===== src/rtl/conv_pe_mac.sv =====
// Convolution PE: multiplies pixel/weight pairs, sums one KNL_SIZE*KNL_SIZE*CH_NUM window,
// then rounds, shifts, saturates and optionally ReLU-clamps into a one-entry output register.
module conv_pe_mac #(
   parameter int KNL_SIZE  = 5,
   parameter int CH_NUM    = 1,
   parameter int DATA_W    = 16,
   parameter int WGT_W     = 16,
   parameter int RES_W     = 16,
   parameter int OUT_SHIFT = 21
) (
   input  logic              clk,
   input  logic              rst_n,
   input  logic              clr,
   input  logic              relu_en,
   input  logic              in_valid,
   output logic              in_ready,
   input  logic [DATA_W-1:0] picDat,
   input  logic [WGT_W-1:0]  weightDat,
   output logic [RES_W-1:0]  result,
   output logic              sat,
   output logic              out_valid,
   input  logic              out_ready
);

   localparam int N     = KNL_SIZE * KNL_SIZE * CH_NUM;
   localparam int LOG_N = $clog2(N);
   localparam int CNT_W = (LOG_N < 1) ? 1 : LOG_N;
   localparam int P_W   = DATA_W + WGT_W;
   localparam int ACC_W = P_W + LOG_N + 1;
   localparam int RND_W = ACC_W + 1;

   localparam logic signed [RND_W-1:0] RES_MAX = {{(RND_W-RES_W+1){1'b0}}, {(RES_W-1){1'b1}}};
   localparam logic signed [RND_W-1:0] RES_MIN = {{(RND_W-RES_W+1){1'b1}}, {(RES_W-1){1'b0}}};

   logic [CNT_W-1:0]        cnt_reg;
   logic signed [P_W-1:0]   p_reg;
   logic                    p_vld_reg;
   logic                    p_last_reg;
   logic signed [ACC_W-1:0] acc_reg;
   logic [RES_W-1:0]        result_reg;
   logic                    sat_reg;
   logic                    out_valid_reg;

   logic                    stall;
   logic                    accept;
   logic                    cnt_last;
   logic                    load;
   logic signed [P_W-1:0]   pic_ext;
   logic signed [P_W-1:0]   wgt_ext;
   logic signed [P_W-1:0]   p_next;
   logic signed [ACC_W-1:0] sum_full;
   logic signed [RND_W-1:0] rnd_const;
   logic signed [RND_W-1:0] rnd_in;
   logic signed [RND_W-1:0] shifted;
   logic [RES_W-1:0]        clip_val;
   logic [RES_W-1:0]        res_next;
   logic                    sat_next;

   // Backpressure freezes both pipeline stages so no term is lost while a result waits.
   assign stall    = out_valid_reg & ~out_ready;
   assign in_ready = ~stall & ~clr;
   assign accept   = in_valid & in_ready;
   assign cnt_last = (cnt_reg == CNT_W'(N - 1));

   assign pic_ext = P_W'($signed(picDat));
   assign wgt_ext = P_W'($signed(weightDat));
   assign p_next  = pic_ext * wgt_ext;

   assign load     = p_vld_reg & p_last_reg & ~stall & ~clr;
   assign sum_full = acc_reg + ACC_W'(p_reg);

   generate
      if (OUT_SHIFT > 0) begin : g_round
         assign rnd_const = {{(RND_W-1){1'b0}}, 1'b1} << (OUT_SHIFT - 1);
      end else begin : g_no_round
         assign rnd_const = '0;
      end
   endgenerate

   assign rnd_in  = RND_W'(sum_full) + rnd_const;
   assign shifted = rnd_in >>> OUT_SHIFT;

   // ReLU acts after saturation, so a clipped negative sum still reports sat=1.
   always_comb begin
      sat_next = 1'b0;
      clip_val = shifted[RES_W-1:0];
      if (shifted > RES_MAX) begin
         clip_val = {1'b0, {(RES_W-1){1'b1}}};
         sat_next = 1'b1;
      end else if (shifted < RES_MIN) begin
         clip_val = {1'b1, {(RES_W-1){1'b0}}};
         sat_next = 1'b1;
      end
      res_next = (relu_en && clip_val[RES_W-1]) ? '0 : clip_val;
   end

   always_ff @(posedge clk or negedge rst_n) begin
      if (!rst_n) begin
         cnt_reg    <= '0;
         p_reg      <= '0;
         p_vld_reg  <= 1'b0;
         p_last_reg <= 1'b0;
      end else if (clr) begin
         cnt_reg    <= '0;
         p_vld_reg  <= 1'b0;
         p_last_reg <= 1'b0;
      end else begin
         if (accept)
            cnt_reg <= cnt_last ? '0 : cnt_reg + CNT_W'(1);
         if (!stall) begin
            p_reg      <= p_next;
            p_vld_reg  <= accept;
            p_last_reg <= accept & cnt_last;
         end
      end
   end

   // The last product bypasses the accumulator into the output so the next window starts at once.
   always_ff @(posedge clk or negedge rst_n) begin
      if (!rst_n)
         acc_reg <= '0;
      else if (clr)
         acc_reg <= '0;
      else if (!stall && p_vld_reg)
         acc_reg <= p_last_reg ? '0 : sum_full;
   end

   always_ff @(posedge clk or negedge rst_n) begin
      if (!rst_n) begin
         result_reg    <= '0;
         sat_reg       <= 1'b0;
         out_valid_reg <= 1'b0;
      end else if (load) begin
         result_reg    <= res_next;
         sat_reg       <= sat_next;
         out_valid_reg <= 1'b1;
      end else if (out_ready) begin
         out_valid_reg <= 1'b0;
      end
   end

   assign result    = result_reg;
   assign sat       = sat_reg;
   assign out_valid = out_valid_reg;

endmodule


===== config.mk =====
export PLATFORM = sky130hd
export DESIGN_NAME = conv_pe_mac
export DESIGN_NICKNAME = d
export VERILOG_FILES = /design/src/rtl/conv_pe_mac.sv
export SDC_FILE = /design/constraint.sdc
export NUM_CORES = 1
export LEC_CHECK = 0
export ABC_AREA = 1
export CORE_ASPECT_RATIO = 1.25
export CORE_UTILIZATION = 55
export CTS_CLUSTER_DIAMETER = 120
export DETAILED_ROUTE_END_ITERATION = 16
export PLACE_DENSITY = 0.75
export SYNTH_ARGS = -nofsm -noshare
export SYNTH_HDL_FRONTEND = slang
export SYNTH_SLANG_ARGS = --single-unit
export TNS_END_PERCENT = 1

===== constraint.sdc =====
create_clock -name clk -period 3 [get_ports clk]
set_input_delay 0.6 -clock clk [delete_from_list [all_inputs] [get_ports clk]]
set_output_delay 0.6 -clock clk [all_outputs]
set_load 0.02 [all_outputs]

==> run summary, run 1 <==
In the synthesized netlist the async set-or-reset flop fraction comes to 100%. The share of synthesized area in the top cell type comes to 29.9%. The H-tree generated during clock tree synthesis spans 3 levels. Routability-driven placement finished with a final weighted congestion of 0.962.

For this run, design rule violations remaining after detail routing come to 0. For the final global-route overflow total, the log shows 0. The most used flip-flop cell after synthesis is sky130_fd_sc_hd__dfrtp_1. At the worst endpoint, the arrival time is 5.88 ns. The actual slew at the worst max-slew pin was 0.905 ns; the y dimension of the die was 202 um. Number of pins with negative max-slew slack in the final report: 0. The final standard cell area without fillers was 0.0226 mm2. For the worst-skew pair, the clock arrives at the later sink with an insertion delay of 0.38 ns.

Once detail routing completed, the nets flagged for antenna violations numbered 0. Setup violations remaining at the end of the flow were counted as 43. The worst-path maximum fanout is 8, and the I/O pin total is 57.

In the post-synthesis netlist, the biggest area contributors are sky130_fd_sc_hd__fa_1, sky130_fd_sc_hd__nand2_1, sky130_fd_sc_hd__inv_1. The all-layer global routing usage is 33.4%. The number of nets handed over by synthesis was 2862. The logs give 56.4% for the effective utilization at floorplan and 5 for the number of detailed-route iterations in the first pass. The run gives 179 MHz as the top achievable clock speed.

The library cell occupying the most area in the post-synthesis netlist was sky130_fd_sc_hd__fa_1. Timing analysis after detailed placement gives a worst setup slack of -3.48 ns. The run gives 0 as the initial antenna violation count. The mapped netlist covers 0.0176 mm2.

STA classifies the critical path startpoint as an input pin. After detailed routing, the average wire length per cell comes to 16.2 um. Measured in cells, the most critical reg-to-reg path has a length of 24.

Buffers inserted to repair hold after CTS numbered 0. For this run, the number of Yosys warnings is 0. For the count of final hold-check violations, the log shows 0. The category of the worst setup path capture point is a register.

Setup repair after global routing could not meet its margin everywhere. The final reports fail on setup timing. The floorplan step defined a die boundary enclosing 0.0327 mm2. The final worst setup slack was -2.58 ns. The flip-flop count of the largest register, all copies and words added was 38; the diode insertion count for antenna repair was 0.

The worst path uses 186% of the clock period. Entering global routing, the biggest net connects 62 pins. The tools report the via count of the first global-routing pass as 17700.

The utilization after layout is 72.4%, and the clock-pin slew on the worst setup and hold paths is 0.08 ns. The number of buffer cells added on primary ports is 56. Summing the sequential cell areas from Yosys gives 13.5% of the chip area. The area growth from synthesis to final layout is 28.2%, and the number of violations of the max-capacitance limit is 0.

Of the total synthesized cell area, the portion taken by XOR and XNOR cells is 2.29%. Post-synthesis mux area share: 0%. Largest family of logic cells by synthesized area: adder cells. Count of cell types in the netlist: 46.

After the last flow step, the layout net total stands at 3201. The min-delay analysis places its worst path in the category in -> async. The area of the placeable core was 0.0312 mm2; the width of the die was 162 um.

The area fraction in compound gates after synthesis was 6.20%; the data required time of the critical path was 3.30 ns. The flip-flop and latch count after synthesis is 95, and the detailed-route via count is 16400. The critical path is of the in -> reg type. Sorting the synthesized cells by how often they occur yields sky130_fd_sc_hd__nand2_1, sky130_fd_sc_hd__inv_1, sky130_fd_sc_hd__fa_1, sky130_fd_sc_hd__ha_1, sky130_fd_sc_hd__dfrtp_1. Cells with a size suffix above 1 make up 24.3% of the layout.

The first global-routing pass estimated 85800 um of wire. TritonCTS built the clock tree. Counting flops with a built-in enable in the synthesized netlist gives 0. The synthesized netlist devotes 38.6% of its cell area to adder and majority cells.

The buffer type at the clock tree root was sky130_fd_sc_hd__clkbuf_16. The final layout contains routed wiring with a total length of 51600 um. The total clock buffers created by CTS was 9.

The detailed router finished its first iteration with 884 violations. The clock net in this run drives a total of 95 sinks. For the final database, setup skew stands at 0.00971 ns. Averaged over all synthesized cells, the footprint is 7.21 um2. Among all cell types in the netlist, the one instantiated most often is sky130_fd_sc_hd__nand2_1.

Measured against its own limit, the worst slew margin works out to 39.6%. Summing the areas of all and, or, nand and nor instances in the mapped netlist gives 23.4% of the synthesized area. In the final timing run, aggregate negative setup slack is -59.77 ns.

Number of vias per cell after detailed routing: 5.14. Count of mapped cells out of synthesis: 2439. The smallest clock period supported by the final layout is computed as 5.58 ns.

The post-placement cell area is 0.0209 mm2. The floorplan has 72 rows. The flow ran to the end, but the final reports show violations. The HPWL after detailed placement is 39800 um. The longest clock path from root to sink contains 2 buffers.
[routing by layer]
metal | share of wire (%) | vias to the layer above | track usage, %
li1 | - | 7787 | -
met1 | 37 | 7932 | 36.4
met2 | 53 | 478 | 62.2
met3 | 3.9 | 198 | 3.47
met4 | 6.0 | 0 | 19.5
met5 | 0 | - | 0
[per-stage QoR]
stage	hold WS (ns)	cells
after floorplan	0.304	2439
after global placement	0.462	3112
after detailed placement	0.465	3112
after CTS	0.211	3190
after global routing	0.234	3190
final	0.190	3190
[path summary, 6_finish.rpt]
kind	from	end	slack, ns
max	weightDat[6]	p_reg[27]	-2.58
min	rst_n	acc_reg[7]	0.19
max reg2reg	acc_reg[0]	result[5]	-0.18
min reg2reg	result[13]	result[13]	0.48
max in group asynchronous	rst_n	p_vld_reg	2.11
min in group clk	result[13]	result[13]	0.48
[timing repair]
item                       4_1_cts  5_1_grt
setup buffers                   58        0
pin swaps                      125       15
setup endpoints to repair       45       45
cloned                           4        0
gates resized for setup        329       31
[cell type report]
class	count	area, um2
clock buffers	9	225
clock inverters	7	67.6
fillers	2332	8620
inverters	663	2490
multi-input cells	1604	13300
flip-flops and latches	95	2380
well taps	407	509
repair buffers	405	3630
[cells by family (layout without fill, tap and decap cells)]
logic type	count (synthesis)	in the layout
simple gates	979	979
flops	95	95
fa+ha+maj	385	385
compound gates	194	194
xor+xnor	46	46
buf+inv	740	1084
[cell usage in the layout (no fill, tap or decap), types with 9 or more instances in the layout]
master,synthesis,final
sky130_fd_sc_hd__a21oi_1,58,37
sky130_fd_sc_hd__nand2_2,27,66
sky130_fd_sc_hd__fa_1,263,243
sky130_fd_sc_hd__nor2_1,79,72
sky130_fd_sc_hd__nand3_1,62,59
sky130_fd_sc_hd__nand3_2,10,12
sky130_fd_sc_hd__dfrtp_1,95,95
sky130_fd_sc_hd__inv_2,9,48
sky130_fd_sc_hd__inv_1,652,613
sky130_fd_sc_hd__nor2_2,18,24
sky130_fd_sc_hd__buf_2,0,15
sky130_fd_sc_hd__buf_4,0,295
sky130_fd_sc_hd__buf_12,0,24
sky130_fd_sc_hd__o22ai_1,26,26
sky130_fd_sc_hd__buf_6,3,39
sky130_fd_sc_hd__nand2_1,727,680
sky130_fd_sc_hd__clkbuf_16,0,9
sky130_fd_sc_hd__nand2_4,3,10
sky130_fd_sc_hd__o21ai_0,78,64
sky130_fd_sc_hd__fa_2,0,20
sky130_fd_sc_hd__ha_4,0,28
sky130_fd_sc_hd__xnor2_1,24,22
sky130_fd_sc_hd__clkdlybuf4s50_1,0,23
sky130_fd_sc_hd__xor2_1,22,22
sky130_fd_sc_hd__o21ai_2,0,10
sky130_fd_sc_hd__ha_1,122,91
sky130_fd_sc_hd__a21oi_2,3,18
[worst max-delay path: stages]
cell and delay (ns):
sky130_fd_sc_hd__buf_6 0.10, sky130_fd_sc_hd__buf_12 0.13, sky130_fd_sc_hd__nand2_2 0.06, sky130_fd_sc_hd__inv_2 0.03, sky130_fd_sc_hd__fa_1 0.50, sky130_fd_sc_hd__inv_1 0.05, sky130_fd_sc_hd__fa_1 0.48, sky130_fd_sc_hd__fa_2 0.55
sky130_fd_sc_hd__inv_2 0.04, sky130_fd_sc_hd__fa_2 0.47, sky130_fd_sc_hd__fa_1 0.54, sky130_fd_sc_hd__inv_1 0.08, sky130_fd_sc_hd__fa_1 0.52, sky130_fd_sc_hd__inv_2 0.05, sky130_fd_sc_hd__ha_4 0.28, sky130_fd_sc_hd__a21oi_4 0.19
sky130_fd_sc_hd__o21ai_2 0.08, sky130_fd_sc_hd__a21oi_1 0.16, sky130_fd_sc_hd__o21ai_2 0.09, sky130_fd_sc_hd__nand2_1 0.08, sky130_fd_sc_hd__nand2_2 0.09, sky130_fd_sc_hd__a21oi_4 0.20, sky130_fd_sc_hd__o21ai_2 0.09, sky130_fd_sc_hd__buf_4 0.14
sky130_fd_sc_hd__nand2_1 0.05, sky130_fd_sc_hd__inv_1 0.04, sky130_fd_sc_hd__o31ai_2 0.19
Power of run 1 is left out: the tool's default activity adds up to more than one toggle a clock period on the data nets, which glitch-free logic cannot reach.
==> run 2: changes to the inputs <==
--- a/config.mk
+++ b/config.mk
@@ -9,6 +9,5 @@
 export CORE_ASPECT_RATIO = 1.25
-export CORE_UTILIZATION = 55
+export CORE_UTILIZATION = 30
 export CTS_CLUSTER_DIAMETER = 120
 export DETAILED_ROUTE_END_ITERATION = 16
-export PLACE_DENSITY = 0.75
 export SYNTH_ARGS = -nofsm -noshare
==> constraint.sdc (replaced) <==
create_clock -name clk -period 3 [get_ports clk]
set_input_delay 0.3 -clock clk [delete_from_list [all_inputs] [get_ports clk]]
set_output_delay 0.3 -clock clk [all_outputs]
set_load 0.02 [all_outputs]
==> run 2 against run 1 <==
Against the previous run: the run still ends with setup timing left; cell count rose by 11%; cell area rose by 1.7%; non-clock buffer count fell by 8; worst hold slack improved by 0.24 ns.
==> run summary, run 2 (synthesized netlist as in run 1, its figures left out) <==
The floorplan step set the die width to 219 um. The floorplan step defined a core boundary enclosing 0.0575 mm2. Path type of the worst min-delay path: in -> reg. Along the worst path, the maximum fanout reaches 6.

In this run the remaining antenna-violating nets after routing total 0. Subtracting the final worst setup slack from the clock period gives 5.19 ns. The worst setup path is captured at a register. Counting along the longest clock path gives a buffer depth of 2.

The fraction of layout cells with a size suffix above 1 works out to 24.6%. The area growth from synthesis to final layout works out to 30.4%. Leaving out fill and tap cells, the most frequent cells in the layout are sky130_fd_sc_hd__nand2_1, sky130_fd_sc_hd__inv_1, sky130_fd_sc_hd__buf_4. The run gives 79700 um as the first-pass GRT wire length. Clock-pin slew was measured on the worst setup and hold paths at 0.07 ns. The flip-flop count of the largest register, all copies and words added was 38; the total clock buffers created by CTS was 9. For the detailed-route via count, the log shows 15400. The worst hold path begins at picDat[0]. For the all-layer global routing usage, the log shows 16.7%. The H-tree was split into 3 levels. The total length of routed wires is 46900 um.

TritonCTS built the clock tree. The worst setup path is launched from an input pin. In the routed design, unresolved DRC markers number 0. At the worst endpoint, the arrival time is 5.46 ns.

The share of the clock period used by the worst path was 173%. Dividing the detail-routed wire length by the instance count gives 13.3 um. Summed over all layers, the global routing overflow is 0.

The y dimension of the die is 273 um. For this block, the initial DRC count from the detailed router was 665. The most frequent standard cell in the layout excluding fill and tap cells was sky130_fd_sc_hd__nand2_1. Static timing analysis puts the maximum clock frequency at 193 MHz. The checks that failed: setup timing. The post-route setup TNS is -45.75 ns, and the effective utilization at floorplan is 30.6%. CTS saw 95 sinks.

At the later pin of the worst-skew pair, clock insertion delay measures 0.37 ns. The data required time of the critical path was 3.27 ns. Setup repair after global routing could not meet its margin everywhere. For the final worst setup slack, the log shows -2.19 ns. The wire-length estimate of the detail-placed layout is 39500 um.

Cells fill 39.9% of the core in the end. Measured in cells, the most critical reg-to-reg path has a length of 24. The run gives 0 as the initial antenna violation count. The number of buffer cells added on primary ports is 56, and the worst-case clock skew is 0.00989 ns. The number of setup violations in the final report was 43; the area of the die was 0.0596 mm2.

The number of pins with negative max-slew slack in the final report was 0. Routability-driven placement finished with a final weighted congestion of 0.953. The number of placement rows is 98. After the flow finishes, the layout carries non-filler instances totaling 3525. Actual slew at the worst max-slew pin: 0.922 ns.

The number of violations of the max-capacitance limit was 0; the pin count of the biggest net entering global routing was 53. The kind of critical path is in -> reg. Diode insertion count for antenna repair: 0. Count of final hold-check violations: 0. The number of vias per cell after detailed routing is 4.37. The net count of the finished layout is 3193.

The run gives 38.5% as the worst slew slack as a fraction of its limit. The tools report the endpoint of the lowest-slack register-to-register path as result[8]. For flop-to-flop paths, the worst setup slack is -0.12 ns. The worst register-to-register path begins at p_reg[0]. The number of placed instances, taps included, is 3448. The path with the worst hold slack has its endpoint at p_reg[0].

57 I/O pins were placed. Along the worst hold path, the cell count comes to 4. Buffer type at the clock tree root: sky130_fd_sc_hd__clkbuf_16. The tools report the via count of the first global-routing pass as 16500. For this run, the detailed router's first-pass iteration total came to 7. The flow ran to the end, but the final reports show violations.
## run 2: worst max-delay path by stage
| stage | endpoint | startpoint | slack (ns) | cells past startpoint |
|---|---|---|---|---|
| after floorplan | p_reg[31] | weightDat[1] | -2.33 | 27 |
| after global placement | p_reg[28] | weightDat[5] | -3.16 | 21 |
| after detailed placement | p_reg[28] | weightDat[5] | -3.15 | 21 |
| after CTS | p_reg[31] | weightDat[15] | -2.22 | 26 |
| after global routing | p_reg[31] | picDat[4] | -2.36 | 26 |
| final | p_reg[31] | weightDat[7] | -2.19 | 25 |
## run 2: timing repair
action | 4_1_cts | 5_1_grt
hold endpoints to repair | 43 | 0
setup buffers | 45 | 10
cloned | 6 | 0
endpoints found under the setup margin | 45 | 44
pin swaps | 109 | 110
hold buffers | 1 | 0
resized for setup | 284 | 110
## run 2: worst max-delay path, stage by stage
cell                              delay [ns]
sky130_fd_sc_hd__clkdlybuf4s15_2        0.20
sky130_fd_sc_hd__buf_12                 0.12
sky130_fd_sc_hd__nand2_2                0.06
sky130_fd_sc_hd__fa_1                   0.52
sky130_fd_sc_hd__inv_1                  0.05
sky130_fd_sc_hd__fa_1                   0.50
sky130_fd_sc_hd__inv_1                  0.05
sky130_fd_sc_hd__fa_1                   0.49
sky130_fd_sc_hd__inv_2                  0.04
sky130_fd_sc_hd__fa_2                   0.47
sky130_fd_sc_hd__fa_1                   0.59
sky130_fd_sc_hd__fa_1                   0.46
sky130_fd_sc_hd__ha_4                   0.32
sky130_fd_sc_hd__nand2_4                0.06
sky130_fd_sc_hd__nor2_4                 0.11
sky130_fd_sc_hd__nand4_1                0.10
sky130_fd_sc_hd__o21ai_2                0.16
sky130_fd_sc_hd__nand2_1                0.09
sky130_fd_sc_hd__nand2_2                0.12
sky130_fd_sc_hd__a21oi_4                0.09
sky130_fd_sc_hd__o21ai_4                0.20
sky130_fd_sc_hd__nand2_2                0.07
sky130_fd_sc_hd__a21oi_1                0.11
sky130_fd_sc_hd__nand3b_1               0.11
sky130_fd_sc_hd__nand2_1                0.05
## run 2: area by class of cell
type | count | area (um2)
fill | 5849 | 34600
multi-input combinational | 1604 | 13300
timing repair buffer | 397 | 3500
inverter | 663 | 2490
sequential | 95 | 2380
tap | 750 | 938
clock buffer | 9 | 225
clock inverter | 7 | 90.1
## run 2: per-stage QoR
step	instance area, um2	hold WS [ns]	setup slack (ns)
2_1_floorplan	18100	0.00441	-2.33
3_3_place_gp	21300	0.349	-3.16
3_5_place_dp	21300	0.348	-3.15
4_1_cts	22600	0.415	-2.22
5_1_grt	22900	0.459	-2.36
6_report	22900	0.434	-2.19
## run 2: layer usage
metal	global-route usage, %	vias up	wire [um]
met5	0	-	0
met4	7.38	0	2080
met3	1.50	100	936
met2	32.0	198	25100
met1	18.5	7343	18800
li1	-	7763	-
Power of run 2 is left out for the same reason.
